$ cat src/rtl/alu_control_issue.sv
// LEGv8 ALU-control issue stage: decodes opcode/ALUOp at push time into a 2-entry FIFO
// of {illegal, code} entries, with valid/ready on both sides and a saturating illegal counter.
module alu_control_issue (
    input  logic        CLOCK,
    input  logic        RESET,
    input  logic        Flush,
    input  logic        InValid,
    output logic        InReady,
    input  logic [10:0] Opcode,
    input  logic [1:0]  ALUOp,
    output logic        OutValid,
    input  logic        OutReady,
    output logic [3:0]  ALUCntrlOperation,
    output logic        Illegal,
    output logic [7:0]  IllegalCount
);

    logic [1:0] count_q, count_d;
    logic       wr_ptr_q, wr_ptr_d;
    logic       rd_ptr_q, rd_ptr_d;
    logic [7:0] illegal_count_q, illegal_count_d;
    logic [4:0] mem_q [2];

    logic       push, pop;
    logic [3:0] dec_code;
    logic       dec_illegal;
    logic [4:0] head;

    // Decode defaults to the illegal tag; only exact table hits clear it.
    always_comb begin
        dec_code    = 4'b1111;
        dec_illegal = 1'b1;
        case (ALUOp)
            2'b00: begin
                dec_code    = 4'b0010;
                dec_illegal = 1'b0;
            end
            2'b01: begin
                if (Opcode[10:3] == 8'b10110100) begin
                    dec_code    = 4'b0111;
                    dec_illegal = 1'b0;
                end else if (Opcode[10:3] == 8'b10110101) begin
                    dec_code    = 4'b1000;
                    dec_illegal = 1'b0;
                end
            end
            2'b10: begin
                case (Opcode)
                    11'b10001011000: begin dec_code = 4'b0010; dec_illegal = 1'b0; end
                    11'b11001011000: begin dec_code = 4'b0110; dec_illegal = 1'b0; end
                    11'b10001010000: begin dec_code = 4'b0000; dec_illegal = 1'b0; end
                    11'b10101010000: begin dec_code = 4'b0001; dec_illegal = 1'b0; end
                    default: ;
                endcase
            end
            default: begin
                case (Opcode[10:1])
                    10'b1001000100: begin dec_code = 4'b0010; dec_illegal = 1'b0; end
                    10'b1101000100: begin dec_code = 4'b0110; dec_illegal = 1'b0; end
                    default: ;
                endcase
            end
        endcase
    end

    assign InReady  = (count_q != 2'd2);
    assign OutValid = (count_q != 2'd0);
    assign push     = InValid && InReady;
    assign pop      = OutValid && OutReady;

    always_comb begin
        count_d         = count_q;
        wr_ptr_d        = wr_ptr_q;
        rd_ptr_d        = rd_ptr_q;
        illegal_count_d = illegal_count_q;
        // The counter sees every accepted illegal push, even one discarded by a flush.
        if (push && dec_illegal && (illegal_count_q != 8'hFF)) begin
            illegal_count_d = illegal_count_q + 8'd1;
        end
        if (Flush) begin
            count_d  = 2'd0;
            wr_ptr_d = 1'b0;
            rd_ptr_d = 1'b0;
        end else begin
            if (push) begin
                wr_ptr_d = ~wr_ptr_q;
            end
            if (pop) begin
                rd_ptr_d = ~rd_ptr_q;
            end
            case ({push, pop})
                2'b10:   count_d = count_q + 2'd1;
                2'b01:   count_d = count_q - 2'd1;
                default: count_d = count_q;
            endcase
        end
    end

    always_ff @(posedge CLOCK or negedge RESET) begin
        if (!RESET) begin
            count_q         <= 2'd0;
            wr_ptr_q        <= 1'b0;
            rd_ptr_q        <= 1'b0;
            illegal_count_q <= 8'd0;
            mem_q[0]        <= 5'd0;
            mem_q[1]        <= 5'd0;
        end else begin
            count_q         <= count_d;
            wr_ptr_q        <= wr_ptr_d;
            rd_ptr_q        <= rd_ptr_d;
            illegal_count_q <= illegal_count_d;
            if (push && !Flush) begin
                mem_q[wr_ptr_q] <= {dec_illegal, dec_code};
            end
        end
    end

    assign head              = mem_q[rd_ptr_q];
    assign ALUCntrlOperation = OutValid ? head[3:0] : 4'b0000;
    assign Illegal           = OutValid ? head[4] : 1'b0;
    assign IllegalCount      = illegal_count_q;

endmodule

$ cat config.mk
export PLATFORM = sky130hd
export DESIGN_NAME = alu_control_issue
export DESIGN_NICKNAME = d
export VERILOG_FILES = /design/src/rtl/alu_control_issue.sv
export SDC_FILE = /design/constraint.sdc
export NUM_CORES = 1
export LEC_CHECK = 0
export CAP_MARGIN = 20
export CORE_MARGIN = 10
export CORE_UTILIZATION = 35
export DETAILED_ROUTE_END_ITERATION = 16
export GPL_TIMING_DRIVEN = 1
export PLACE_DENSITY_LB_ADDON = 0.25
export SLEW_MARGIN = 10
export SYNTH_ARGS = -nofsm -noshare
export SYNTH_HDL_FRONTEND = slang
export SYNTH_SLANG_ARGS = --single-unit
$ cat constraint.sdc
create_clock -name CLOCK -period 1.8 [get_ports CLOCK]
set_input_delay 0.45 -clock CLOCK [delete_from_list [all_inputs] [get_ports CLOCK]]
set_output_delay 0.45 -clock CLOCK [all_outputs]
set_load 0.01 [all_outputs]
==> results.md <==
- Failing checks: setup timing
- I/O Pins: 33
- Largest net degree at the start of global routing: 23
- Sinks on Clock Net: 22
- WP data required: approximately 2000 ps
- Placer congestion estimate: approximately 0.84
- Total number of vias: between 1000 and 1500
- Non-Filler Instances: approximately 230
- GRT Util Overall: 11.05%
- DP Area: 1802 µm²
- Syn_area_per_cell: ~11 µm²
- Clock Tree Buf Depth: 2
- CP Data Arrival Time: roughly 2400 ps
- Synth-to-layout area growth: 56.07%
- Status: finished, violations left
- Vias in the first global route: roughly 1300
- # placed instances: around 220
- Ratio of cells with drive above 1 in the final layout: a little under two fifths
- CP cell instances: buf_6 -> or4b_4 -> or4b_4 -> a311oi_4 -> buf_6 -> nor2_4 -> mux2_4
- Hold Path Class: input pin to asynchronous set/reset pin
- Reg2Reg Setup Slack: ~120 ps
- Period utilization: 122.4%
- Worst slew margin: 62.43%
- Grt ovf: 0
- Fin. Hold Viols: 0
- Starting Density: between 30% and 40%
- Sequential share of the synthesized area: between 40% and 50%
- GR Layer Usage met3: roughly 1.9%
- Cell Area, Synth: approximately 1200 µm²
- Die width: 79.43 µm
- # setup viols final: 16
- Cells after Synth: about 120
- Post-synth cell types: 36
- Pleak: slightly below 0.9 nW
- # rows: 21
- Clk_lat worst skew: 300 ps
- Critical path capture point type: flop
- Number of buffer and inverter stages on the critical path: 2
- CTS Buf Count: 3
- Hold buffers post-CTS: 0
- Final nets: 207
- GR peak layer: met2
- Drt wl/cell: 14.41 µm
- R2r worst-path depth: 5
- Post-route setup slack: -404.1 ps
- Critical path's slowest cell: or4b_4
- Pwr Density: slightly above 800 nW/µm²
- Grt met2 use: about a fifth
- WL final: 3344 µm
- Clock H-tree levels: 1
- Critical R2R Capture: IllegalCount[1]
- Core Region: approximately 3400 µm²
- Syn Nets: 136
- Post-DRT Antenna Nets: 0
- CP max stage delay: between 500 and 600 ps
- Kind of critical path: input pin to flop
- Worst Path Max Fanout: 7
- Fmax: about 450 MHz
- Die H: between 70 and 80 µm
- Delay-heaviest family, CP: simple AND/OR/NAND/NOR gates
- Drt drc: 0
- Slew Limit Fails: 0
- FF+latch count, synth: 22
- Root buffer cell: clkbuf_4
- Clock skew: 4.874 ps
- Slew @ Worst Pin: between 500 and 600 ps
- RSZ-0062 raised after global routing: true
- Post-DP HPWL: roughly 2700 µm
- First-pass GRT wire length: between 5000 and 6000 µm
- 1st-iter DRT viols: 43
- Final Instance Area: around 1900 µm²
- Post-layout min period: ~2200 ps
- Maxcap violations: 0
- Initial antenna violation count: 0
- Die ar.: 6309 µm²
- Peak supply drop: 0.0004470 V
- Clock-pin slew on the worst setup and hold paths: between 100 and 150 ps
- Ys Warns: 0
- CTS tree: done
- Port bufs: 32
- N_diodes: 0
- Setup crit start kind: input pin
- Reg2reg start: IllegalCount[0]
- Drt first pass iters: 4
- M1 GR Usage: 12.39%
- Routed vias/inst: 4.918
## layout make-up
cell class | instances | area (µm²)
Multi-Input combinational cell | 90 | 726.9
Fill cell | 319 | 1434
Inverter | 4 | 15.01
Sequential cell | 22 | 553.0
Clock buffer | 3 | 22.52
Tap cell | 46 | 57.56
Timing Repair Buffer | 67 | 554.3
## power breakdown
part	switching (mW)	internal [mW]	leakage [nW]
logic	0.252	0.359	0.612
registers	0.128	0.626	0.262
clock network	0.146	0.0781	0.0138
## Yosys cell counts (all sizes together)
cell / n / share of area, %
a22oi: 1 / 0.61
o21ai: 3 / 1.2
mux2: 10 / 9.4
nor3: 4 / 1.6
o211ai: 1 / 0.61
o41ai: 1 / 0.71
nand3b: 1 / 0.61
o311a: 1 / 0.81
ha: 1 / 1.0
dfrtp: 22 / 45
a21oi: 5 / 2.0
mux2i: 5 / 4.0
a311oi: 1 / 2.1
nand4b: 1 / 0.71
inv: 4 / 1.2
nand2b: 4 / 2.0
a31oi: 4 / 2.0
nor3b: 2 / 1.2
and4b: 1 / 0.81
nor4: 3 / 2.0
clkbuf: 1 / 0.30
or4bb: 1 / 0.91
a21o: 1 / 0.61
nor2: 15 / 4.8
nand2: 7 / 2.1
a311o: 1 / 0.81
or4b: 3 / 3.0
xor2: 8 / 5.7
nand3: 3 / 1.2
nand4: 1 / 0.51
nor4b: 1 / 0.71
## worst reg2reg max path, stage by stage, from the launching register on
cell and delay [ps]:
dfrtp_1 420, ha_1 200, nand3_1 90, o211ai_1 480, nor2_4 90, mux2_4 310
## stage by stage
stage	TNS [ps]	hold WS (ps)	total power, mW	setup WS [ps]	utilization, %
floorplan	-7278	154.4	1.021	-600.6	-
global placement	-15940	464.9	1.345	-1012	53.57
detailed placement	-16240	476.7	1.369	-1036	53.57
CTS	-5933	482.9	1.596	-456.0	56.14
global route	-6095	496.2	1.696	-450.8	57.37
finish	-5287	477.3	1.588	-404.1	57.37
## worst max path at each step
| stage | start | end | slack [ps] | cells after the start |
|---|---|---|---|---|
| 2_1_floorplan | Opcode[1] | IllegalCount[1] | -600 | 5 |
| 3_3_place_gp | Opcode[1] | IllegalCount[1] | -1010 | 7 |
| 3_5_place_dp | Opcode[1] | IllegalCount[6] | -1040 | 7 |
| 4_1_cts | Opcode[5] | IllegalCount[1] | -460 | 7 |
| 5_1_grt | Opcode[1] | IllegalCount[1] | -450 | 7 |
| 6_report | Opcode[1] | IllegalCount[1] | -400 | 7 |
## flip-flops by register name (all words and copies together) (netlist names)
register	count
IllegalCount	8
count_q	2
rd_ptr_q	1
mem_q	10
wr_ptr_q	1
## cell usage in the layout, fill, tap and decap left out, types with 2 or more instances in the layout
| master | netlist | layout |
|---|---|---|
| a21oi_1 | 5 | 5 |
| a31oi_1 | 4 | 3 |
| buf_2 | 0 | 4 |
| buf_4 | 0 | 33 |
| buf_6 | 0 | 4 |
| clkbuf_2 | 0 | 2 |
| clkbuf_4 | 0 | 3 |
| clkdlybuf4s15_1 | 0 | 2 |
| clkdlybuf4s50_1 | 0 | 12 |
| dfrtp_1 | 22 | 20 |
| dfrtp_2 | 0 | 2 |
| dlygate4sd2_1 | 0 | 9 |
| inv_1 | 4 | 4 |
| mux2_2 | 8 | 7 |
| mux2_4 | 1 | 3 |
| mux2i_1 | 5 | 5 |
| nand2_1 | 7 | 7 |
| nand2b_1 | 4 | 3 |
| nand3_1 | 3 | 3 |
| nor2_1 | 14 | 14 |
| nor3_1 | 4 | 3 |
| nor3b_1 | 2 | 2 |
| nor4_1 | 2 | 2 |
| o21ai_0 | 3 | 2 |
| or4b_4 | 2 | 3 |
| xor2_1 | 8 | 8 |
## per-layer routing
| layer | wire length (µm) | vias to the layer above |
|---|---|---|
| met5 | 0 | - |
| met4 | 41 | 0 |
| met3 | 124 | 2 |
| met2 | 1669 | 26 |
| met1 | 1508 | 541 |
| li1 | - | 572 |
## cells by family after synthesis
logic type	Yosys count	synth area share, %
and+or+nand+nor	47	22.27
DFF	22	44.53
AOI/OAI and AO/OA	19	11.54
muxes	15	13.46
xor gates and xnor gates	8	5.668
buffers and inverters	5	1.518
adders and majority gates	1	1.012
## repair_timing
item	4_1_cts	5_1_grt
gates resized for setup	47	10
cloned	0	0
setup buffers	6	4
setup endpoints to repair	26	24
pin swaps	10	8
Note: power is estimated with default switching activity, not from simulation.
